==> config.mk <==
export PLATFORM = sky130hd
export DESIGN_NAME = irq_exception_unit
export DESIGN_NICKNAME = d
export VERILOG_FILES = /design/src/rtl/irq_exception_unit.sv
export SDC_FILE = /design/constraint.sdc
export NUM_CORES = 1
export LEC_CHECK = 0
export ABC_CLOCK_PERIOD_IN_PS = 2300
export BUFFER_PORTS_ARGS = -buffer_cell sky130_fd_sc_hd__buf_2
export CORE_MARGIN = 2
export CORE_UTILIZATION = 37
export CTS_BUF_LIST = sky130_fd_sc_hd__clkbuf_8 sky130_fd_sc_hd__clkbuf_16
export CTS_CLUSTER_SIZE = 25
export DETAILED_ROUTE_END_ITERATION = 8
export PLACE_DENSITY = 0.68
export SKIP_LAST_GASP = 1
export SYNTH_ARGS = -nofsm -noshare
export SYNTH_HDL_FRONTEND = slang
export SYNTH_SLANG_ARGS = --single-unit
==> constraint.sdc <==
create_clock -name clk -period 2.3 [get_ports clk]
set_input_delay 0.115 -clock clk [delete_from_list [all_inputs] [get_ports clk]]
set_output_delay 0.115 -clock clk [all_outputs]
set_load 0.005 [all_outputs]
==> src/rtl/irq_exception_unit.sv <==
// Exception/interrupt controller beside the ID stage: synchronises and latches IRQ lines,
// arbitrates them against undefined-instruction traps, and tracks kernel mode, EPC and cause.
module irq_exception_unit #(
  parameter int          NUM_IRQ     = 4,
  parameter int          SYNC_STAGES = 2,
  parameter logic [31:0] IRQ_VECTOR  = 32'h80000004,
  parameter logic [31:0] EXC_VECTOR  = 32'h80000008
) (
  input  logic               clk,
  input  logic               reset,
  input  logic [NUM_IRQ-1:0] irq_raw,
  input  logic               mask_wr,
  input  logic [NUM_IRQ-1:0] mask_wdata,
  input  logic               id_valid,
  input  logic               id_stall,
  input  logic               id_undef,
  input  logic [31:0]        id_pc,
  input  logic               eret,
  output logic [NUM_IRQ-1:0] mask_o,
  output logic [NUM_IRQ-1:0] pending_o,
  output logic               kernel_o,
  output logic               exc_req_o,
  output logic [31:0]        exc_vector_o,
  output logic [31:0]        epc_o,
  output logic [4:0]         cause_o,
  output logic [NUM_IRQ-1:0] irq_ack_o
);

  localparam logic [1:0] ST_USER   = 2'd0;
  localparam logic [1:0] ST_TAKE   = 2'd1;
  localparam logic [1:0] ST_KERNEL = 2'd2;

  logic [NUM_IRQ-1:0] sync_q [SYNC_STAGES];
  logic [NUM_IRQ-1:0] sync_prev;
  logic [NUM_IRQ-1:0] irq_rise;
  logic [NUM_IRQ-1:0] pending_q;
  logic [NUM_IRQ-1:0] mask_q;
  logic [NUM_IRQ-1:0] eligible;
  logic [NUM_IRQ-1:0] irq_onehot;
  logic [3:0]         irq_idx;
  logic               irq_hit;
  logic               take;
  logic [1:0]         state_q;
  logic [1:0]         state_d;

  // Metastability chain followed by a rising-edge detector on the last stage.
  always_ff @(posedge clk or negedge reset) begin
    if (!reset) begin
      for (int i = 0; i < SYNC_STAGES; i++) begin
        sync_q[i] <= '0;
      end
      sync_prev <= '0;
    end else begin
      sync_q[0] <= irq_raw;
      for (int i = 1; i < SYNC_STAGES; i++) begin
        sync_q[i] <= sync_q[i-1];
      end
      sync_prev <= sync_q[SYNC_STAGES-1];
    end
  end

  assign irq_rise = sync_q[SYNC_STAGES-1] & ~sync_prev;

  // A fresh edge on a line outranks its ack landing in the same cycle.
  always_ff @(posedge clk or negedge reset) begin
    if (!reset) begin
      pending_q <= '0;
      mask_q    <= '0;
    end else begin
      pending_q <= (pending_q & ~irq_ack_o) | irq_rise;
      if (mask_wr) begin
        mask_q <= mask_wdata;
      end
    end
  end

  assign eligible   = pending_q & mask_q;
  assign irq_hit    = |eligible;
  assign irq_onehot = eligible & (~eligible + 1'b1);

  always_comb begin
    irq_idx = '0;
    for (int i = NUM_IRQ - 1; i >= 0; i--) begin
      if (eligible[i]) begin
        irq_idx = 4'(i);
      end
    end
  end

  assign take = (state_q == ST_USER) && id_valid && !id_stall && (irq_hit || id_undef);

  always_comb begin
    state_d = state_q;
    case (state_q)
      ST_USER:   if (take) state_d = ST_TAKE;
      ST_TAKE:   state_d = ST_KERNEL;
      ST_KERNEL: if (eret) state_d = ST_USER;
      default:   state_d = ST_USER;
    endcase
  end

  // EPC, cause and vector are captured on the take edge and hold until the next take.
  always_ff @(posedge clk or negedge reset) begin
    if (!reset) begin
      state_q      <= ST_USER;
      exc_vector_o <= '0;
      epc_o        <= '0;
      cause_o      <= '0;
      irq_ack_o    <= '0;
    end else begin
      state_q   <= state_d;
      irq_ack_o <= '0;
      if (take) begin
        if (irq_hit) begin
          exc_vector_o <= IRQ_VECTOR;
          epc_o        <= id_pc;
          cause_o      <= {1'b1, irq_idx};
          irq_ack_o    <= irq_onehot;
        end else begin
          exc_vector_o <= EXC_VECTOR;
          epc_o        <= id_pc + 32'd4;
          cause_o      <= 5'b00000;
        end
      end
    end
  end

  assign mask_o    = mask_q;
  assign pending_o = pending_q;
  assign exc_req_o = (state_q == ST_TAKE);
  assign kernel_o  = (state_q != ST_USER);

endmodule

==> summary.txt, run 1 <==
Status
  – Status: completed

Cells and area
  – Most used cells in the layout excluding fill and tap cells: buf_2 (98), dfrtp_1 (63), nand2_1 (45)
  – Filler Cells Inserted: approximately 810
  – Most common cell after layout, fill and taps aside: buf_2
  – Final std cells w/o fill: 530
  – Layout overhead on the synthesized area: 24.8%
  – Ratio of cells with drive above 1 in the final layout: between 30 and 40%
  – Final Instance Area: a little under 0.004 mm²
  – Utilization of the core after routing: between 40% and 50%
  – Final #Nets: 468
  – Antenna diode count: 0

Route
  – Number of remaining DRC errors: 0
  – Iter 0 DRT Violations: 37
  – Count of TritonRoute iterations in the first routing pass: 4
  – Total via count after detailed routing: around 2400
  – Antenna Violating Nets Remaining: 0
  – Routed wire length per instance: 12.3 µm
  – Via count normalized by instance count: 4.45
  – WL final: between 6 and 7 mm

Synthesis
  – Number of flip-flops and latches in the synthesized netlist: 63
  – Synth Instances: just over 300
  – Post-synthesis instance area: between 0.003 and 0.004 mm²
  – Syn. warnings: 0
  – Register area share after synthesis: between 40% and 50%
  – Dominant cells by area after synthesis: dfrtp_1 (50%), buf_4 (7.6%), xnor2_1 (7.5%)
  – Share of Yosys cell area claimed by the top area cell type: roughly 50%
  – Syn avg cell area: approximately 10 µm²
  – Number of distinct library cells after synthesis: 43
  – Cell type with the highest aggregate area in the netlist: dfrtp_1

Worst setup path
  – Startpoint Class: flop
  – Crit Path Category: flop to flop
  – CP required: approximately 2.6 ns
  – Kind of capture point of the worst setup path: flop
  – Critical Path Fanout Max: 33
  – WP data arrival: between 2 and 2.5 ns
  – Worst setup slack for register-to-register paths: between 0.3 and 0.4 ns

Floorplanning
  – Effective utilization at floorplan: between 30% and 40%
  – Area of the die: between 0.009 and 0.01 mm²
  – I/O pins: 130
  – Die Wd: 96.5 µm
  – Row count: 33
  – Placeable core region: about 0.0083 mm²
  – Vert. Die Dim: about 97 µm

GRT
  – Vias in the first global route: between 2000 and 2500
  – Pin count of the biggest net entering global routing: 34
  – Wire length of the first global-routing pass: between 10 and 15 mm
  – Total Routing Usage GR: between 10% and 20%
  – Met3 routing resource usage after global routing: under 10%
  – Antenna violations before repair: 0
  – Global-route met1 utilization: between 15 and 20%
  – Most congested layer reported by global routing: met2
  – Met2 usage in global routing: 24.1%
  – Congestion Overflow GR: 0

CTS
  – Maximum number of buffers from clock root to sink: 2
  – Total clock buffers created by CTS: 9
  – Clock latency on the worst-skew pair: 0.34 ns
  – Cell chosen for the clock root: clkbuf_8
  – Clock slew at reported path FFs: around 0.070 ns
  – Sinks on the clock net: 63
  – Total number of H-tree levels: 3
  – CTS tree: built

Power
  – Share of total power in combinational logic: between 20% and 30%
  – Static leakage: approximately 1.9 nW
  – Power consumption: approximately 3.1 mW
  – Reported net switching power: approximately 0.9 mW
  – Power density over the cells: about 790 mW/mm²
  – Sw Share: 29.5%
  – Peak supply drop: 0.377 mV
  – Int Power: roughly 2.2 mW
  – Clock Power Share: a little under a third
  – Sequential share of power: about 46%

Placement
  – Number of placed cells counting well taps: 503
  – Pre-CTS WS: around 0.36 ns
  – # port buffers: 98
  – Gp weighted congestion: 0.779
  – Detailed Place HPWL: 4.97 mm
  – Total placed instance area: 0.00364 mm²

STA
  – Transition time of the tightest slew-check pin: 0.729 ns
  – Final worst setup slack: between 0.3 and 0.4 ns
  – Highest clock rate: 514 MHz
  – Period Utilization, post-route: a little over four fifths
  – Worst Clk Skew: 0.00815 ns
  – Setup-failing EPs final: 0
  – Fin. Hold Viols: 0
  – Clock period minus worst slack: between 1.5 and 2 ns
  – Hold Slack: 0.0675 ns
  – Setup repair after global routing missed its margin: no
  – Max-slew violation total from the final report: 0
  – Worst rel slew slack: 51.4%
  – Setup total negative slack: 0 ns

Run
  – MaxCap Viol Count: 0

Min path
  – Hold Crit Class: input port to flop
-- power groups by stage --
stage               Combinational, mW  Clock, mW  Sequential (mW)
finish                          0.683      0.985             1.45
global route                    0.793       1.06             1.48
CTS                             0.700       1.01             1.45
detailed placement              0.683          0             1.47
global placement                0.671          0             1.46
floorplan                       0.333          0             1.48
-- kinds of logic (layout without fill, tap and decap cells) --
group / after synthesis / after routing / synth area share, %
other cells: 1 / 31 / 0.118
xor+xnor: 29 / 29 / 8.02
buf+inv: 59 / 146 / 12.2
mux: 7 / 7 / 2.45
compound gates: 44 / 44 / 8.53
fa+ha+maj: 1 / 1 / 0.395
flops: 63 / 63 / 49.8
simple gates: 104 / 104 / 18.6
-- layout make-up --
| class | count | area [µm²] | area share (%) |
|---|---|---|---|
| repair buffers | 115 | 658 | 16.6 |
| clock inverters | 6 | 68.8 | 1.74 |
| clock buffers | 10 | 138 | 3.48 |
| inverters | 15 | 56.3 | 1.42 |
| flip-flops and latches | 63 | 1580 | 39.9 |
| well taps | 105 | 131 | 3.32 |
| multi-input cells | 216 | 1330 | 33.5 |
-- path summary, 6_finish.rpt --
path,startpoint,end,cells after the start
max,pending_o[0]$_DFF_PN0_,epc_o[22]$_DFFE_PN0P_,6
min,id_pc[31],epc_o[31]$_DFFE_PN0P_,3
max reg2reg,pending_o[0]$_DFF_PN0_,epc_o[22]$_DFFE_PN0P_,6
min reg2reg,sync_q[4]$_DFF_PN0_,sync_q[0]$_DFF_PN0_,0
max in group asynchronous,reset,epc_o[14]$_DFFE_PN0P_,3
min in group asynchronous,reset,sync_q[3]$_DFF_PN0_,2
-- state kept, by name (all words and copies together), names as in the netlist --
| name | count |
|---|---|
| epc_o | 32 |
| sync_q | 8 |
| irq_ack_o | 4 |
| mask_o | 4 |
| pending_o | 4 |
| sync_prev | 4 |
| exc_vector_o | 3 |
| cause_o | 2 |
| state_q | 2 |
-- routing by layer --
metal  part of all wire (%)  vias up
li1                       -     1193
met2                     48       70
met3                    7.0        8
met5                      0        -
met4                    1.4        0
met1                     43     1089
-- cell usage after synthesis (all sizes together) --
cell type,n
a21o,2
a21oi,2
a221oi,1
a22o,1
a22oi,2
and3,4
and4,2
buf,38
clkbuf,6
conb,1
dfrtp,63
ha,1
inv,15
mux2,6
mux2i,1
nand2,45
nand2b,1
nand3,12
nand4,4
nor2,9
nor2b,2
nor3,15
nor3b,3
nor4,4
o21ai,31
o22ai,4
o31ai,1
or2,2
or4,1
xnor2,27
xor2,2
-- repair_timing --
item / in CTS / in global routing
gates resized for setup: 0 / 0
hold buffers: 11 / 0
endpoints found under the hold margin: 41 / 0
buffers inserted: 0 / 0
-- worst max-delay path, cell delays in order (launching register included) --
cell and delay [ns]:
dfrtp_1 0.43, a22oi_2 0.32, nand2_1 0.25, o21ai_4 0.32
buf_4 0.37, nand2_1 0.10, o21ai_1 0.08
(Power assumes the default switching activity.)
==> inputs of run 2 (changes only) <==
--- a/config.mk
+++ b/config.mk
@@ -5,7 +5,7 @@
 export SDC_FILE = /design/constraint.sdc
 export NUM_CORES = 1
 export LEC_CHECK = 0
-export ABC_CLOCK_PERIOD_IN_PS = 2300
+export ABC_CLOCK_PERIOD_IN_PS = 2029
 export BUFFER_PORTS_ARGS = -buffer_cell sky130_fd_sc_hd__buf_2
 export CORE_MARGIN = 2
 export CORE_UTILIZATION = 37
==> constraint.sdc (replaced) <==
create_clock -name clk -period 2.03 [get_ports clk]
set_input_delay 0.1015 -clock clk [delete_from_list [all_inputs] [get_ports clk]]
set_output_delay 0.1015 -clock clk [all_outputs]
set_load 0.005 [all_outputs]
==> run 2 against run 1 <==
Compared with the run above: worst setup slack got worse by 0.14 ns; final cell count increased by 0.38%; maximum frequency increased by 7.0%; non-clock buffer count increased by 2; combinational power rose by 15%; sequential cell count unchanged; register-to-register slack got worse by 0.14 ns; critical endpoint is now epc_o[5]$_DFFE_PN0P_; largest cell class unchanged.
==> summary.txt, run 2 (synthesized netlist as in run 1, its figures left out) <==
Min path
  – Hold Crit Class: input port to flop
  – WHS Path Cells: 3 (unchanged)

Worst setup path
  – Worst r2r path cells: 5 (-1)
  – Worst path max stage delay: 0.42 ns (about the same)
  – Critical Path Fanout Max: 30 (-9.1%)
  – Critical path, cell by cell: a22oi_2, nand2_1, o21ai_4, buf_6, o21ai_0
  – Worst setup slack for register-to-register paths: 0.21 ns (-0.14 ns)
  – Startpoint Class: flop
  – Crit path depth: 5 (-1)
  – Crit Path Category: flop to flop
  – Max stage delay cell, worst path: dfrtp_1
  – Top delay family on crit path: compound AO/OA/AOI/OAI gates
  – Kind of capture point of the worst setup path: flop
  – Buffers plus inverters on the worst setup path: 1 (unchanged)
  – WP data arrival: 2.02 ns (-0.19 ns)
  – CP required: 2.23 ns (-0.33 ns)

GRT
  – Wire length of the first global-routing pass: 10.9 mm (+4.4%)
  – Vias in the first global route: 2274 (+0.66%)
  – Total Routing Usage GR: 15.5% (+0.79 points)
  – Pin count of the biggest net entering global routing: 34 (unchanged)
  – Congestion Overflow GR: 0 (unchanged)
  – Antenna violations before repair: 0 (unchanged)

Power
  – Reported net switching power: 1.04 mW (+14%)
  – Sw Share: 28.6% (-0.92 points)
  – Share of total power in combinational logic: 21.6% (-0.3 points)
  – Sequential share of power: 45.2% (-1.2 points)
  – Peak supply drop: 0.318 mV (-16%)
  – Static leakage: 1.94 nW (+1.4%)
  – Int Power: 2.61 mW (+19%)
  – Power density over the cells: 913 mW/mm² (+16%)
  – Clock Power Share: 33.2% (+1.6 points)

STA
  – Worst Clk Skew: 0.00758 ns (-0.000572 ns)
  – Fin. Hold Viols: 0 (unchanged)
  – Setup repair after global routing missed its margin: no
  – Max-slew violation total from the final report: 0 (unchanged)
  – Highest clock rate: 550 MHz (+7.0%)
  – Clock period minus worst slack: 1.82 ns (-0.127 ns)
  – Setup-failing EPs final: 0 (unchanged)
  – Final worst setup slack: 0.211 ns (-0.143 ns)
  – Setup total negative slack: 0 ns (unchanged)
  – Period Utilization, post-route: 89.6% (+5.0 points)

Route
  – Antenna Violating Nets Remaining: 0 (unchanged)
  – Count of TritonRoute iterations in the first routing pass: 4 (unchanged)
  – WL final: 7.01 mm (+7.5%)
  – Number of remaining DRC errors: 0 (unchanged)
  – Via count normalized by instance count: 4.60 (+3.3%)
  – Total via count after detailed routing: 2446 (+3.6%)
  – Routed wire length per instance: 13.2 µm (+7.1%)
  – Iter 0 DRT Violations: 95 (+160%)

CTS
  – Total number of H-tree levels: 3 (unchanged)
  – Total clock buffers created by CTS: 9 (unchanged)
  – Clock slew at reported path FFs: 0.07 ns (about the same)
  – Maximum number of buffers from clock root to sink: 2 (unchanged)
  – Clock latency on the worst-skew pair: 0.33 ns (about the same)
  – Cell chosen for the clock root: clkbuf_8
  – Sinks on the clock net: 63 (unchanged)
  – CTS tree: built

Cells and area
  – Ratio of cells with drive above 1 in the final layout: 35.6% (+0.068 points)
  – Most used cells in the layout excluding fill and tap cells: buf_2 (98), dfrtp_1 (63), nand2_1 (45)
  – Filler Cells Inserted: 807 (-0.49%)
  – Layout overhead on the synthesized area: 26.3%
  – Max reg flops: 32 (unchanged)
  – Top flop regs: epc_o (32), sync_q (8)
  – Register ranked first by flip-flop count: epc_o
  – Antenna diode count: 0 (unchanged)
  – Final #Nets: 470 (+0.43%)
  – Most common cell after layout, fill and taps aside: buf_2

Placement
  – Pre-CTS WS: 0.145 ns (-0.214 ns)
  – # port buffers: 98 (unchanged)
  – Detailed Place HPWL: 5.30 mm (+6.5%)
  – Gp weighted congestion: 0.785 (+0.65%)

Floorplanning
  – Row count: 33 (unchanged)
  – Effective utilization at floorplan: 38.4% (unchanged)
  – Area of the die: 0.00932 mm² (unchanged)
  – Vert. Die Dim: 96.5 µm (unchanged)
  – Placeable core region: 0.00826 mm² (unchanged)
  – Die Wd: 96.5 µm (unchanged)
  – I/O pins: 130 (unchanged)

Run
  – MaxCap Viol Count: 0 (unchanged)

Status
  – Status: completed
-- run 2: cell types whose count changed in the layout (fill, tap and decap cells not counted), sizes merged --
cell    before  now
buf        104  106
clkinv       3    2
bufinv       1    2
-- run 2: timing repair --
item                                    4_1_cts  5_1_grt
setup buffers                                 0        0
resized for setup                             0        1
hold buffers                                 11        0
endpoints found under the setup margin        0       14
hold endpoints to repair                     54        0
-- run 2: layout make-up --
cell class | count | area [µm²] | share of cell area (%)
well taps | 105 | 131 | 3.28
inverters | 15 | 56.3 | 1.41
flip-flops and latches | 63 | 1580 | 39.4
clock buffers | 10 | 138 | 3.44
multi-input cells | 216 | 1330 | 33.1
repair buffers | 117 | 689 | 17.2
clock inverters | 6 | 85.1 | 2.13
-- run 2: stage by stage --
stage	utilization [%]	cells	total power, mW	cell area, µm²	hold slack (ns)
final	48.5	532	3.65	4000	0.0566
after global routing	48.5	532	3.90	4000	0.0591
after CTS	48.4	532	3.71	4000	0.0330
after detailed placement	44.4	505	2.46	3670	0.00615
after global placement	44.4	505	2.43	3670	0.00175
after floorplan	-	338	2.06	3280	-0.194
-- run 2: power by group through the flow --
stage,registers [mW],logic (mW),clock network (mW)
3_3_place_gp,1.67,0.767,0
2_1_floorplan,1.68,0.377,0
5_1_grt,1.69,0.910,1.31
4_1_cts,1.66,0.800,1.26
6_report,1.65,0.788,1.21
3_5_place_dp,1.68,0.786,0
-- run 2: routing by layer --
metal  vias to the layer above  GRT usage, %  share of wire, %
li1                       1198             -                 -
met1                      1156          18.9                42
met2                        79          25.8                49
met3                        13          3.88               6.5
met4                         0          7.51               2.1
met5                         -             0                 0
-- run 2: worst reg2reg max path, stage by stage (launching register included) --
cell     delay [ns]
dfrtp_1        0.42
a22oi_2        0.33
nand2_1        0.17
o21ai_4        0.37
buf_6          0.28
o21ai_0        0.13
-- run 2: path summary, 6_finish.rpt --
check                                            start                     to
worst max-delay path            pending_o[0]$_DFF_PN0_   epc_o[5]$_DFFE_PN0P_
worst min-delay path                         id_pc[31]  epc_o[31]$_DFFE_PN0P_
worst max register to register  pending_o[0]$_DFF_PN0_   epc_o[5]$_DFFE_PN0P_
worst min register to register     sync_q[4]$_DFF_PN0_    sync_q[0]$_DFF_PN0_
max in group asynchronous                        reset  epc_o[11]$_DFFE_PN0P_
min in group asynchronous                        reset    sync_q[1]$_DFF_PN0_
==> inputs of run 3 (changes only) <==
--- a/config.mk
+++ b/config.mk
@@ -5,7 +5,7 @@
 export SDC_FILE = /design/constraint.sdc
 export NUM_CORES = 1
 export LEC_CHECK = 0
-export ABC_CLOCK_PERIOD_IN_PS = 2029
+export ABC_CLOCK_PERIOD_IN_PS = 1850
 export BUFFER_PORTS_ARGS = -buffer_cell sky130_fd_sc_hd__buf_2
 export CORE_MARGIN = 2
 export CORE_UTILIZATION = 37
==> constraint.sdc (replaced) <==
create_clock -name clk -period 1.85 [get_ports clk]
set_input_delay 0.0925 -clock clk [delete_from_list [all_inputs] [get_ports clk]]
set_output_delay 0.0925 -clock clk [all_outputs]
set_load 0.005 [all_outputs]
==> run 3 against run 2 <==
Compared with the run above: sequential cell count is the same; clock-buffer cell count shrank 1; critical path depth grew 2; wire length shrank 2.4%; largest cell class unchanged; combinational power grew 12%; largest power group unchanged; global-route usage shrank 0.40 points.
==> summary.txt, run 3 (synthesized netlist as in run 1, its figures left out) <==
Route
  – Total via count after detailed routing: 2406 (-1.6%)
  – Iter 0 DRT Violations: 70 (-26%)
  – Routed wire length per instance: 12.8 µm (-3.1%)
  – Number of remaining DRC errors: 0 (unchanged)
  – Via count normalized by instance count: 4.49 (-2.4%)
  – Antenna Violating Nets Remaining: 0 (unchanged)
  – Count of TritonRoute iterations in the first routing pass: 4 (unchanged)
  – WL final: 6.84 mm (-2.4%)

GRT
  – Congestion Overflow GR: 0 (unchanged)
  – Vias in the first global route: 2243 (-1.4%)
  – Pin count of the biggest net entering global routing: 32 (-5.9%)
  – Wire length of the first global-routing pass: 10.6 mm (-2.4%)
  – Total Routing Usage GR: 15.1% (-0.40 points)
  – Antenna violations before repair: 0 (unchanged)

STA
  – Fin. Hold Viols: 0 (unchanged)
  – Highest clock rate: 590 MHz (+7.4%)
  – Worst rel slew slack: between 60% and 70%
  – Clock period minus worst slack: 1.69 ns (-0.125 ns)
  – Max-slew violation total from the final report: 0 (unchanged)
  – Period Utilization, post-route: 91.5% (+1.9 points)
  – Setup total negative slack: 0 ns (unchanged)
  – Setup repair after global routing missed its margin: no
  – Hold Slack: 0.0457 ns (-0.0109 ns)
  – Setup-failing EPs final: 0 (unchanged)
  – Worst Clk Skew: 0.00953 ns (+0.00195 ns)
  – Transition time of the tightest slew-check pin: roughly 0.50 ns

Cells and area
  – Top flop regs: epc_o (32), sync_q (8)
  – Final #Nets: 474 (+0.85%)
  – Ratio of cells with drive above 1 in the final layout: 36.4% (+0.83 points)
  – Register ranked first by flip-flop count: epc_o
  – Most used cells in the layout excluding fill and tap cells: buf_2 (98), dfrtp_1 (63), nand2_1 (45)
  – Antenna diode count: 0 (unchanged)
  – Most common cell after layout, fill and taps aside: buf_2
  – Layout overhead on the synthesized area: 27.0%
  – Max reg flops: 32 (unchanged)

CTS
  – Clock slew at reported path FFs: 0.08 ns (about the same)
  – Clock latency on the worst-skew pair: 0.33 ns (about the same)
  – Total number of H-tree levels: 3 (unchanged)
  – CTS tree: built
  – Sinks on the clock net: 63 (unchanged)
  – Total clock buffers created by CTS: 9 (unchanged)
  – Cell chosen for the clock root: clkbuf_8
  – Maximum number of buffers from clock root to sink: 2 (unchanged)

Floorplanning
  – Effective utilization at floorplan: 38.4% (unchanged)
  – Row count: 33 (unchanged)
  – I/O pins: 130 (unchanged)
  – Area of the die: 0.00932 mm² (unchanged)
  – Placeable core region: 0.00826 mm² (unchanged)
  – Die Wd: 96.5 µm (unchanged)
  – Vert. Die Dim: 96.5 µm (unchanged)

Worst setup path
  – Max stage delay cell, worst path: dfrtp_1
  – Critical path, cell by cell: a22oi_2, buf_4, nand3_2, buf_4, nor3_1, xnor2_1, o21ai_1
  – Buffers plus inverters on the worst setup path: 2 (+1)
  – Crit Path Category: flop to flop
  – Critical Path Fanout Max: 14 (-53%)
  – Startpoint Class: flop
  – CP required: 2.07 ns (-0.16 ns)
  – Top delay family on crit path: flip-flops
  – Kind of capture point of the worst setup path: flop
  – WP data arrival: 1.91 ns (-0.11 ns)
  – Most frequent CP cell: buf_4
  – Worst path max stage delay: 0.44 ns (+0.02 ns)

Placement
  – Detailed Place HPWL: 5.20 mm (-1.8%)
  – Gp weighted congestion: 0.841 (+7.2%)
  – # port buffers: 98 (unchanged)

Power
  – Power density over the cells: 970 mW/mm² (+6.2%)
  – Peak supply drop: 0.434 mV (+36%)
  – Static leakage: 1.94 nW (+0.37%)

Status
  – Status: completed

Run
  – MaxCap Viol Count: 0 (unchanged)

Min path
  – Hold Crit Class: input port to flop
run 3: cell count changes in the layout (fill, tap and decap cells not counted), sizes merged:
| cell | before | now |
|---|---|---|
| clkbuf | 10 | 9 |
| bufinv | 2 | 1 |
| inv | 16 | 17 |
| buf | 106 | 110 |
| clkinvlp | 1 | 2 |
run 3: final timing paths:
check / start / endpoint / slack (ns) / cells after the start
min reg2reg: sync_q[4]$_DFF_PN0_ / sync_q[0]$_DFF_PN0_ / 0.36 / 0
max in group asynchronous: reset / epc_o[24]$_DFFE_PN0P_ / 0.91 / 3
max: pending_o[2]$_DFF_PN0_ / epc_o[21]$_DFFE_PN0P_ / 0.16 / 7
min: id_pc[19] / epc_o[19]$_DFFE_PN0P_ / 0.05 / 3
max reg2reg: pending_o[2]$_DFF_PN0_ / epc_o[21]$_DFFE_PN0P_ / 0.16 / 7
min in group asynchronous: reset / sync_q[1]$_DFF_PN0_ / 0.26 / 2
run 3: layer usage:
metal,vias to the layer above,GRT usage [%],wire length (µm),share of wire [%]
met1,1123,19.0,3010,44
met4,0,6.34,118,1.7
li1,1205,-,-,-
met5,-,0,0,0
met2,70,24.5,3270,48
met3,8,4.27,441,6.4
run 3: tightest hold or removal path, cell delays in order:
cell and delay [ns]:
buf_2 0.09, xnor2_1 0.11, o21ai_1 0.05
run 3: area by class of cell:
type	count	area, µm²
clock buffers	9	124
clock inverters	7	80.1
fillers	797	4240
inverters	15	56.3
multi-input cells	216	1330
flip-flops and latches	63	1580
well taps	105	131
repair buffers	121	728
run 3: repair_timing:
| item | CTS | global route |
|---|---|---|
| resized for setup | 0 | 0 |
| endpoints found under the setup margin | 0 | 21 |
| hold endpoints to repair | 31 | 0 |
| hold buffers | 11 | 0 |
| buffers inserted | 0 | 2 |
run 3: where the power goes:
group	leakage (nW)	internal (mW)	switching, mW	total, mW
Combinational	1.09	0.443	0.440	0.882
Clock	0.0964	0.635	0.572	1.21
Sequential	0.760	1.65	0.161	1.81
run 3: stage by stage:
step | util, % | setup slack (ns) | instance area, µm² | total power, mW | std cells
after detailed placement | 44.6 | 0.122 | 3680 | 2.71 | 507
after CTS | 48.4 | 0.117 | 4000 | 3.96 | 534
final | 48.7 | 0.156 | 4020 | 3.90 | 536
after global placement | 44.6 | 0.171 | 3680 | 2.68 | 507
after global routing | 48.7 | 0.0227 | 4020 | 4.17 | 536
after floorplan | - | 0.0491 | 3280 | 2.26 | 338
